===== src/rtl/spike_timestep_sequencer.sv =====
// Steps timesteps 0..N-1 through the spike pattern memory and streams vectors.
// Optional SPIKE_SEQ_LOOP_EN: repeat the run until abort or reset.
module spike_timestep_sequencer #(
  parameter int NUM_SPIKES          = 100,
  parameter int TIMESTEP_ADDR_WIDTH = 8
) (
  input  logic                           clk,
  input  logic                           rst_n,
  input  logic                           start,
  input  logic                           abort,
  input  logic [TIMESTEP_ADDR_WIDTH:0]   num_timesteps,
  output logic [TIMESTEP_ADDR_WIDTH-1:0] mem_addr,
  input  logic [NUM_SPIKES-1:0]          mem_spikes,
  output logic [NUM_SPIKES-1:0]          spike_out,
  output logic                           spike_valid,
  input  logic                           spike_ready,
  output logic [TIMESTEP_ADDR_WIDTH-1:0] timestep,
  output logic                           busy,
  output logic                           done
);

  localparam int AW = TIMESTEP_ADDR_WIDTH;
  localparam logic [AW:0] MAX_N = {1'b1, {AW{1'b0}}};

  typedef enum logic [2:0] {
    S_IDLE,
    S_FETCH,
    S_LATCH,
    S_PRESENT,
    S_DONE
  } state_t;

  state_t                r_state;
  logic [AW-1:0]         r_cnt;
  logic [AW-1:0]         r_last;
  logic [AW-1:0]         r_ts;
  logic [NUM_SPIKES-1:0] r_spike;
  logic                  r_valid;
  logic                  r_busy;
  logic                  r_done;

  logic [AW:0]           w_n_clamped;
  logic [AW-1:0]         w_last;
  logic                  w_n_zero;
  logic                  w_hs;
  logic                  w_at_last;

  // Clamp the requested run length and precompute the final counter value.
  always_comb begin
    w_n_clamped = num_timesteps;
    if (num_timesteps > MAX_N) begin
      w_n_clamped = MAX_N;
    end
    w_last    = AW'(w_n_clamped - (AW+1)'(1));
    w_n_zero  = (num_timesteps == '0);
    w_hs      = r_valid && spike_ready;
    w_at_last = (r_cnt == r_last);
  end

  // Run sequencer: abort beats start and the handshake; outputs registered.
  always_ff @(posedge clk or negedge rst_n) begin
    if (!rst_n) begin
      r_state <= S_IDLE;
      r_cnt   <= '0;
      r_last  <= '0;
      r_ts    <= '0;
      r_spike <= '0;
      r_valid <= 1'b0;
      r_busy  <= 1'b0;
      r_done  <= 1'b0;
    end else if (abort) begin
      r_state <= S_IDLE;
      r_valid <= 1'b0;
      r_busy  <= 1'b0;
      r_done  <= 1'b0;
    end else begin
      unique case (r_state)
        S_IDLE: begin
          r_done <= 1'b0;
          if (start) begin
            r_last <= w_last;
            r_cnt  <= '0;
            r_busy <= 1'b1;
            if (w_n_zero) begin
              r_done  <= 1'b1;
              r_state <= S_DONE;
            end else begin
              r_state <= S_FETCH;
            end
          end
        end
        S_FETCH: begin
          r_done  <= 1'b0;
          r_state <= S_LATCH;
        end
        S_LATCH: begin
          r_spike <= mem_spikes;
          r_ts    <= r_cnt;
          r_valid <= 1'b1;
          r_state <= S_PRESENT;
        end
        S_PRESENT: begin
          if (w_hs) begin
            r_valid <= 1'b0;
            if (w_at_last) begin
`ifdef SPIKE_SEQ_LOOP_EN
              r_cnt   <= '0;
              r_done  <= 1'b1;
              r_state <= S_FETCH;
`else
              r_done  <= 1'b1;
              r_state <= S_DONE;
`endif
            end else begin
              r_cnt   <= r_cnt + AW'(1);
              r_state <= S_FETCH;
            end
          end
        end
        S_DONE: begin
          r_done  <= 1'b0;
          r_busy  <= 1'b0;
          r_state <= S_IDLE;
        end
        default: begin
          r_valid <= 1'b0;
          r_busy  <= 1'b0;
          r_done  <= 1'b0;
          r_state <= S_IDLE;
        end
      endcase
    end
  end

  assign mem_addr    = r_cnt;
  assign timestep    = r_ts;
  assign spike_out   = r_spike;
  assign spike_valid = r_valid;
  assign busy        = r_busy;
  assign done        = r_done;

endmodule


===== config.mk =====
export PLATFORM = sky130hd
export DESIGN_NAME = spike_timestep_sequencer
export DESIGN_NICKNAME = d
export VERILOG_FILES = /design/src/rtl/spike_timestep_sequencer.sv
export SDC_FILE = /design/constraint.sdc
export NUM_CORES = 1
export LEC_CHECK = 0
export CAP_MARGIN = 0
export CORE_MARGIN = 5
export CORE_UTILIZATION = 35
export CTS_BUF_LIST = sky130_fd_sc_hd__clkbuf_8 sky130_fd_sc_hd__clkbuf_16
export DETAILED_ROUTE_END_ITERATION = 8
export PLACE_DENSITY = 0.7
export SLEW_MARGIN = 25
export SYNTH_ARGS = -nofsm -noshare
export SYNTH_HDL_FRONTEND = slang
export SYNTH_SLANG_ARGS = --single-unit

===== constraint.sdc =====
create_clock -name clk -period 2.1 [get_ports clk]
set_clock_uncertainty 0.15 [all_clocks]
set_input_delay 0.63 -clock clk [delete_from_list [all_inputs] [get_ports clk]]
set_output_delay 0.63 -clock clk [all_outputs]
set_load 0.01 [all_outputs]

Word-level counts from Yosys, hierarchy flattened
Cells that the tools add are included.
- bits in registers: 130
- bits of input ports: 114
- add/sub/neg operators: 2
- order comparisons: 1
- equality and inequality tests: 14
- muxes and demuxes: 23
- bitwise gates (word level): 1
- reduce and logical (&&, ||, !) cells: 13
- operators with widths (kind ; count):
    $mux W8 ; 4
    $pmux W8 S2 ; 1
    $mux W3 ; 5
    $pmux W3 S4 ; 1
    $gt A9 B9 Y1 const B ; 1
    $logic_not A9 Y1 ; 1
    $mux W1 ; 9
    $ne A3 B3 Y1 const B ; 3
    $add A8 B1 Y8 const B ; 1
    $eq A8 B8 Y1 ; 1
    $ne A2 B2 Y1 const B ; 4
    $reduce_and A2 Y1 ; 4
    $sub A8 B1 Y8 const B ; 1
    $eq A3 B2 Y1 const B ; 2
    $pmux W1 S3 ; 2
    $reduce_and A3 Y1 ; 2
    $reduce_or A3 Y1 ; 2
    $reduce_and A5 Y1 ; 1
    $ne A2 B1 Y1 const B ; 2
    $eq A3 B1 Y1 const B ; 1
    $eq A3 B3 Y1 const B ; 1
    $logic_not A3 Y1 ; 1
    $pmux W1 S2 ; 1
    $reduce_bool A2 Y1 ; 1
    2 further kinds ; 2

Logic depth before layout (Yosys ltp)
Gate-level depths: netlist of run 1.
- depth in word-level cells: 5
- gate-level depth with buffers: 7

Worst setup path before layout of run 1
No wires, ideal clock.
- kind: input-to-reg
- from: in start
- to: reg r_last[0]
- setup time: 0.125 ns
- data arrival time: 1.586 ns
- data required time: 1.825 ns
- setup slack: 0.239 ns
- stages: 4
- buffers on the path: 1
- path through: or3b_1 -> buf_6 -> nor2_8 -> mux2_2
- word-level cells in the longest chain between the ends: 1
- RTL lines (item ; line ; RTL):
    from (decl) ; 9 ; input logic start,
    $reduce_and A3 Y1 (no source line) ; - ;
    to (signal assigned) ; 81 ; r_last <= w_last;
    to (decl) ; 35 ; logic [AW-1:0] r_last;
No other way between the ends.
A chain may end at the register's enable or synchronous reset.

Worst setup path in the final report of run 1
- from: in abort
- to: reg r_spike[50], in the netlist spike_out[50]
- word-level cells in the longest chain between the ends: 2
- RTL lines (item ; line ; RTL):
    from (decl) ; 10 ; input logic abort,
    $not A1 Y1 (no source line) ; - ;
    $reduce_and A2 Y1 (no source line) ; - ;
    to (signal assigned) ; 97 ; r_spike <= mem_spikes;
    to (decl) ; 37 ; logic [NUM_SPIKES-1:0] r_spike;
No other way between the ends.

==> results.cfg, run 1 <==
[power_and_ir_drop]
p_comb_frac = 0.342
p_seq_frac = 0.378
p_sw_frac = 0.2972
pwr-share-clk = 0.280
switchingPower_mw = 3.218
ir_worst_vdd_mv = 0.7078
p_int_mw = 7.609
p_per_area_nw_per_um2 = 1231
p_total_mw = 10.83
p_leak_nw = 4.230

[logic_synthesis]
synth.area.mux_share = 0.2372
syn_area_um2 = 5359
syn_inst = 375
synth_compound_area_frac = 0.04763
yosysTopAreaCellShare = 0.6071
synth_top_family_by_area = multiplexers
seq_area_frac_synth = 0.6071
yosys-top-cells-area = dfrtp_1 61%, mux2_2 19%, mux2_1 4.2%
synth.distinct_cells = 45
async_flop_share = 1.000
synthesis.nets = 491
synth-edff-count = 0
synth_xor_area_frac = 0.01634
synth_adder_area_share = 0.004670
synth_top_cell_by_area = dfrtp_1
ys_warn_count = 0
synthFlopType = dfrtp_1
avgSynthCellArea_um2 = 14.29
synth_seq_cells = 130
synth-simple-area-share = 0.06234

[setup_path]
worstSetupPathType = input port to flop
cp_max_fo = 31
cp.arrival_ns = 2.13
startpoint_type = input port
r2r_slack_ns = 0.24
worstPathRequired_ns = 2.24
cp-end-kind = flop

[cts]
clockRootBuffer = clkbuf_16
clk_pin_slew_ns = 0.06
cts_tree = built
h-tree-depth = 4
clock_path_buffers = 2
cts_made_buffers = 17
insertion_delay_ns = 0.41
clock-sinks = 130

[layout]
fillers = 1241
final_util = 0.5828
diodes = 0
final_layout_size_suffix_gt1_frac = 0.2719
finalInstanceArea_um2 = 8795
area_delta_synth_final_pct = 64.11
fin_nets = 765

[timing]
post-route-period-util = 0.9460
period_needed_ns = 1.987
tightest_slew_ns = 0.4881
final.setup.worst_slack_ns = 0.1134
max_clock_freq_mhz = 503.4
slew_headroom = 0.6746
finalHoldViolCount = 0
rsz0062_at_grt = no
finalSetupViolCount = 0
drv_slew = 0

[floorplanning]
die_x_um = 133.7
std_cell_rows = 45
core_um2 = 15090
start_util = 0.3551
pin_count = 233
die_y_um = 133.7
dieArea_um2 = 17890

[status]
status = finished, final reports clean

[global_routing]
grt_util_all_layers = 0.1625
grt_max_degree = 45
grt_pass1_vias = 4376
grt_pass1_wl_um = 23030
gr-total-overflow = 0
antenna_found_initial = 0

[min_path]
min_path_type = input port to async pin

[placed_design]
place_area_um2 = 8173
pre_cts_ws_ns = -0.3219
gp_congestion = 0.7666
dp_hpwl_um = 10890
io_buffers = 232

[run]
maxCapViolations = 0

[route]
vias_per_cell = 4.771
antenna_left = 0
drt_iter0_drc = 109
vias = 4055
drt-pass1-iter-count = 4
post-route-drc-count = 0
routedWlPerCell_um = 17.19
wl_um = 14610
==> sequential cells by signal, indices dropped and copies added (netlist names) <==
name,cells
busy,1
done,1
mem_addr,8
r_last,8
r_state,3
spike_out,100
spike_valid,1
timestep,8
==> cell usage after synthesis (2+ instances only) <==
master / n
o21ai_0: 7
nor2_1: 15
mux2_1: 20
and2_1: 2
mux2_2: 92
or4_1: 2
o211ai_2: 2
nand4_1: 4
o211ai_1: 2
buf_6: 3
nor3_1: 2
nand2_1: 17
buf_2: 9
a21oi_1: 8
ha_1: 2
dfrtp_1: 130
a31oi_1: 3
inv_1: 5
buf_4: 4
xnor2_1: 10
a21o_1: 3
nand3_1: 10
==> final cells by class <==
type | instances | area, um2 | share of cell area
Clock buffer | 17 | 425.4 | 0.04837
Tap cell | 188 | 235.2 | 0.02675
Inverter | 5 | 18.77 | 0.002134
Sequential cell | 130 | 3258 | 0.3705
Timing Repair Buffer | 272 | 2690 | 0.3059
Multi-Input combinational cell | 223 | 1984 | 0.2256
Clock inverter | 15 | 182.7 | 0.02077
==> cells by family after synthesis <==
| kind of cell | Yosys count |
|---|---|
| AOI/OAI and AO/OA | 36 |
| xor gates and xnor gates | 10 |
| adders and majority gates | 2 |
| buffers and inverters | 22 |
| DFF | 130 |
| muxes | 113 |
| and+or+nand+nor | 62 |
==> layer usage <==
layer / vias up / routed length, um / track usage
met1: 1983 / 5923 / 0.1873
li1: 1892 / - / -
met5: - / 0 / 0
met2: 159 / 7289 / 0.2771
met4: 0 / 238 / 0.05143
met3: 21 / 1160 / 0.06533
==> final timing paths <==
check	start	to	cells after the start
min in group clk	busy	busy	1
max in group asynchronous	rst_n	spike_out[82]	2
worst min-delay path	rst_n	spike_out[18]	1
worst max register to register	mem_addr[7]	mem_addr[5]	6
worst min register to register	busy	busy	1
worst max-delay path	abort	spike_out[50]	5
==> power groups by stage <==
stage | sequential, mW | combinational, mW | clock [mW]
CTS | 4.13 | 3.86 | 3.11
global route | 4.24 | 3.98 | 3.23
global placement | 4.12 | 4.23 | 0
detailed placement | 4.18 | 4.32 | 0
floorplan | 4.60 | 1.13 | 0
finish | 4.09 | 3.70 | 3.03
==> worst max-delay path, stage by stage <==
cell             delay [ns]
clkdlybuf4s50_1        0.49
nor3_4                 0.25
buf_4                  0.17
buf_12                 0.20
mux2_2                 0.37
==> cells in the final DEF (no fill, tap or decap), drive strengths merged, types with 2 or more instances in the layout <==
cell type        n
a21o             3
a21oi            8
a31oi            3
and2             2
buf             41
bufinv           3
clkbuf          17
clkdlybuf4s50  112
clkinv           8
dfrtp          130
dlygate4sd2     84
dlymetal6s2s    35
ha               2
inv              8
mux2           112
nand2           17
nand3           10
nand4            5
nor2            16
nor3             3
o211ai           4
o21ai            8
or4              2
xnor2           10
==> timing repair <==
item | 4_1_cts | 5_1_grt
buffers inserted | 2 | 0
hold buffers | 0 | 0
pin swaps | 0 | 1
cloned | 0 | 0
resized for setup | 88 | 37
endpoints found under the setup margin | 84 | 36
==> through the flow <==
stage | hold WS (ns) | cells | setup TNS [ns]
finish | 0.03100 | 850 | 0
global route | 0.05492 | 850 | 0
CTS | 0.02847 | 850 | 0
detailed placement | 0.3155 | 816 | -35.55
global placement | 0.3165 | 816 | -31.97
floorplan | 0.1844 | 375 | 0
(Power assumes the default switching activity.)
==> run 2, diff against run 1 <==
Settings changed: ABC_CLOCK_PERIOD_IN_PS set to 2100, CORE_ASPECT_RATIO set to 1.1, REMOVE_ABC_BUFFERS set to 1.
==> results.cfg, run 2 (synthesized netlist as in run 1, its figures left out) <==
[power_and_ir_drop]
pwr-share-clk = 0.260
p_per_area_nw_per_um2 = 1210
switchingPower_mw = 3.086
p_total_mw = 10.48
p_comb_frac = 0.350
p_leak_nw = 4.061
p_int_mw = 7.396
p_seq_frac = 0.389
ir_worst_vdd_mv = 0.5809
p_sw_frac = 0.2944

[floorplanning]
std_cell_rows = 47
start_util = 0.3560
die_y_um = 139.8
pin_count = 233
die_x_um = 128.0
core_um2 = 15050
dieArea_um2 = 17890

[layout]
final-seq-area_um2 = 3261
layout_common_cells = 124 x dfrtp_1, 117 x clkdlybuf4s50_1, 93 x dlygate4sd2_1
fin_nets = 763
fillers = 1243
diodes = 0
largest_reg_flops = 100
final_layout_size_suffix_gt1_frac = 0.2667
multiInputGateArea_um2 = 1973
layout_commonest_cell = dfrtp_1
final_util = 0.5752
area_delta_synth_final_pct = 61.59

[run]
maxCapViolations = 0

[cts]
clock-sinks = 130
h-tree-depth = 4
clockRootBuffer = clkbuf_16
cts_made_buffers = 17
clk_pin_slew_ns = 0.05
cts_tree = built
ctsHoldBuffers = 0
insertion_delay_ns = 0.41
clock_path_buffers = 2

[route]
vias = 4064
vias_per_cell = 4.748
post-route-drc-count = 0
wl_um = 14480
routedWlPerCell_um = 16.92
antenna_left = 0
drt-pass1-iter-count = 4
drt_iter0_drc = 113

[global_routing]
grt_max_degree = 71
grt_pass1_vias = 4346
grt_util_all_layers = 0.1620
antenna_found_initial = 0
gr-total-overflow = 0
grt_pass1_wl_um = 22680

[placed_design]
gp_congestion = 0.8300
io_buffers = 232
pre_cts_ws_ns = -0.3081
dp_hpwl_um = 11140

[timing]
finalSetupViolCount = 0
drv_slew = 0
max_clock_freq_mhz = 484.9
rsz0062_at_grt = no
final.setup.worst_slack_ns = 0.03781
period_needed_ns = 2.062
post-route-period-util = 0.9820
finalHoldViolCount = 0
tightest_slew_ns = 0.3754
slew_headroom = 0.7485

[setup_path]
path_buf_inv = 1
worstSetupPathType = flop to output pin
path_cells = clkdlybuf4s50_1
r2r_end = mem_addr[0]
cpMaxStageDelayCell = clkdlybuf4s50_1
path_delay_family = buffers and inverters
max_stage_delay_ns = 0.53
worstPathRequired_ns = 1.32
cp-end-kind = output pin
reg2reg_depth = 6
cp_max_fo = 2
reg2reg_from = mem_addr[4]
startpoint_type = flop
cp.arrival_ns = 1.28
r2r_slack_ns = 0.20

[min_path]
min_path_type = input port to async pin

[status]
status = finished, final reports clean
-- run 2: cell count changes in the layout (fill, tap and decap cells not counted), sizes merged, moves of 2 or more --
cell,change
dlygate4sd2,+9
buf,-2
dlymetal6s2s,-14
clkdlybuf4s50,+5
bufinv,-2
clkbuf,+3
-- run 2: area by class of cell --
class,instances,area share
clock buffer,20,0.05389
clock inverter,12,0.01055
tap,196,0.02832
inverter,5,0.002167
timing repair buffer,270,0.3007
multi-input combinational,223,0.2279
sequential,130,0.3765
-- run 2: worst register-to-register path: stages, from the launching register on --
cell	delay [ns]
dfrtp_2	0.42
buf_4	0.17
xnor2_1	0.19
nand4_2	0.20
o21ai_0	0.29
nor2_1	0.10
mux2_2	0.27
-- run 2: timing repair --
item / 4_1_cts / 5_1_grt
setup buffers: 3 / 0
gates resized for setup: 99 / 21
gates cloned: 0 / 0
setup endpoints to repair: 93 / 21
-- run 2: power by group through the flow --
stage,logic (mW),registers (mW),clock network (mW)
detailed placement,4.32,4.19,0
floorplan,1.10,4.60,0
global route,3.93,4.23,2.91
global placement,4.24,4.13,0
CTS,3.80,4.12,2.82
finish,3.67,4.08,2.73
-- run 2: metal layers --
metal	global-route usage	vias to the layer above	share of wire
met5	0	-	0
met4	0.07151	0	0.020
met3	0.05634	21	0.077
met2	0.2777	162	0.51
met1	0.1808	1984	0.39
li1	-	1897	-
-- run 2: worst max path at each step --
stage                        startpoint            end  slack (ns)  depth (start not counted)
final                       timestep[2]    timestep[2]        0.04                          1
after detailed placement          start      r_last[0]       -0.31                          5
after global routing      spike_out[81]  spike_out[81]     0.00006                          1
after floorplan                   abort   spike_out[0]       -1.83                          2
after CTS                 spike_out[94]  spike_out[94]      0.0003                          1
after global placement            start      r_last[6]       -0.30                          5
-- run 2: metrics by stage --
| stage | cell area, um2 | hold WS [ns] | TNS [ns] | instances |
|---|---|---|---|---|
| finish | 8660 | 0.07800 | 0 | 856 |
| floorplan | 5245 | 0.1844 | -195.86 | 358 |
| global placement | 8135 | 0.3166 | -28.74 | 821 |
| global route | 8660 | 0.09062 | 0 | 856 |
| detailed placement | 8135 | 0.3220 | -31.64 | 821 |
| CTS | 8607 | 0.08052 | 0 | 856 |
==> run 3, diff against run 2 <==
Settings changed: CORE_ASPECT_RATIO 1.1 to 1.5, CTS_CLUSTER_DIAMETER set to 120, SKIP_CTS_REPAIR_TIMING set to 1.
==> results.cfg, run 3 (synthesized netlist as in run 1, its figures left out) <==
[setup_path]
startpoint_type = flop
cp-end-kind = output pin
reg2reg_depth = 6
r2r_slack_ns = 0.21
cpMaxStageDelayCell = clkdlybuf4s50_1
path_buf_inv = 1
worstPathRequired_ns = 1.32
path_delay_family = buffers and inverters
max_stage_delay_ns = 0.54
critical_path_depth = 1
cp.arrival_ns = 1.29
path_cells = clkdlybuf4s50_1
reg2reg_from = mem_addr[7]
worstSetupPathType = flop to output pin
r2r_end = mem_addr[5]
cp-startpoint = spike_out[65]
cp_max_fo = 2
endpoint = spike_out[65]

[floorplanning]
std_cell_rows = 55
dieArea_um2 = 17940
die_y_um = 161.5
die_x_um = 111.0
start_util = 0.3556
pin_count = 233
core_um2 = 15070

[route]
vias_per_cell = 4.739
drt-pass1-iter-count = 4
wl_um = 15380
drt_iter0_drc = 110
antenna_left = 0
post-route-drc-count = 0
routedWlPerCell_um = 17.86
vias = 4080

[layout]
finalInstanceArea_um2 = 9041
final_layout_size_suffix_gt1_frac = 0.2644
layout_common_cells = 126 x dfrtp_1, 124 x clkdlybuf4s50_1, 107 x dlymetal6s2s_1
diodes = 0
fin_nets = 766
finalNonFillerCells = 861
largest_reg_flops = 100
layout_commonest_cell = dfrtp_1
area_delta_synth_final_pct = 68.71
final_util = 0.5999

[min_path]
min_path_type = flop to flop

[cts]
cts_made_buffers = 17
clock_path_buffers = 2
clock-sinks = 130
clockRootBuffer = clkbuf_16
insertion_delay_ns = 0.41
clk_pin_slew_ns = 0.05
h-tree-depth = 4
cts_tree = built

[power_and_ir_drop]
p_leak_nw = 4.876
p_per_area_nw_per_um2 = 1208
ir_worst_vdd_mv = 0.5206
p_total_mw = 10.92

[global_routing]
antenna_found_initial = 0
grt_max_degree = 65
grt_pass1_wl_um = 23920
gr-total-overflow = 0
grt_util_all_layers = 0.1687
grt_pass1_vias = 4468

[timing]
max_clock_freq_mhz = 483.1
post-route-period-util = 0.9857
slew_headroom = 0.7405
finalHoldViolCount = 0
tightest_slew_ns = 0.3893
period_needed_ns = 2.070
finalSetupViolCount = 0
final.setup.worst_slack_ns = 0.03007
drv_slew = 0

[run]
maxCapViolations = 0

[placed_design]
io_buffers = 232
placedCellCount = 824
pre_cts_ws_ns = -0.3234
place_area_um2 = 8164
dp_hpwl_um = 11730
gp_congestion = 0.8144

[status]
status = finished, final reports clean
==> run 3: cell count changes in the layout (fill, tap and decap cells not counted) <==
cell / change
dlygate4sd2_1: -93
dlymetal6s2s_1: +86
clkdlybuf4s50_1: +7
buf_12: +2
clkinv_2: -2
dfrtp_1: +2
dfrtp_2: -2
clkinv_4: +1
dlygate4sd3_1: +1
==> run 3: layout make-up <==
cell class              count  area, um2
fillers                  1171       6030
flip-flops and latches    130       3258
repair buffers            273       2985
multi-input cells         223       1973
clock buffers              20      466.7
well taps                 199      249.0
clock inverters            11      90.09
inverters                   5      18.77
==> run 3: per-layer routing <==
metal  global-route usage  wire length, um  vias to the layer above
li1                     -                -                     1892
met1               0.1709             5279                     2023
met2               0.3213             8992                      131
met3              0.03861              570                       34
met4              0.08356              537                        0
met5                    0                0                        -
==> run 3: power by group <==
group	switching (mW)	total (mW)	internal, mW
clock network	1.06	2.76	1.70
registers	0.521	4.09	3.57
logic	1.57	4.07	2.50
total	3.15	10.9	7.77
==> run 3: worst min path at each step <==
stage             startpoint       endpoint  slack (ns)  cells after the start
3_3_place_gp           rst_n  spike_out[72]        0.30                      1
4_1_cts                rst_n    spike_valid       -0.14                      1
6_report       spike_out[17]  spike_out[17]        0.33                      1
2_1_floorplan          rst_n           busy        0.18                      0
3_5_place_dp           rst_n  spike_out[72]        0.30                      1
5_1_grt        spike_out[21]  spike_out[21]        0.35                      1
==> run 3: stage by stage <==
stage / setup TNS (ns) / hold WS, ns
floorplan: -195.86 / 0.1844
global placement: -30.10 / 0.3047
detailed placement: -32.46 / 0.3048
CTS: -2.144 / -0.1386
global route: -0.01031 / 0.3533
finish: 0 / 0.3316
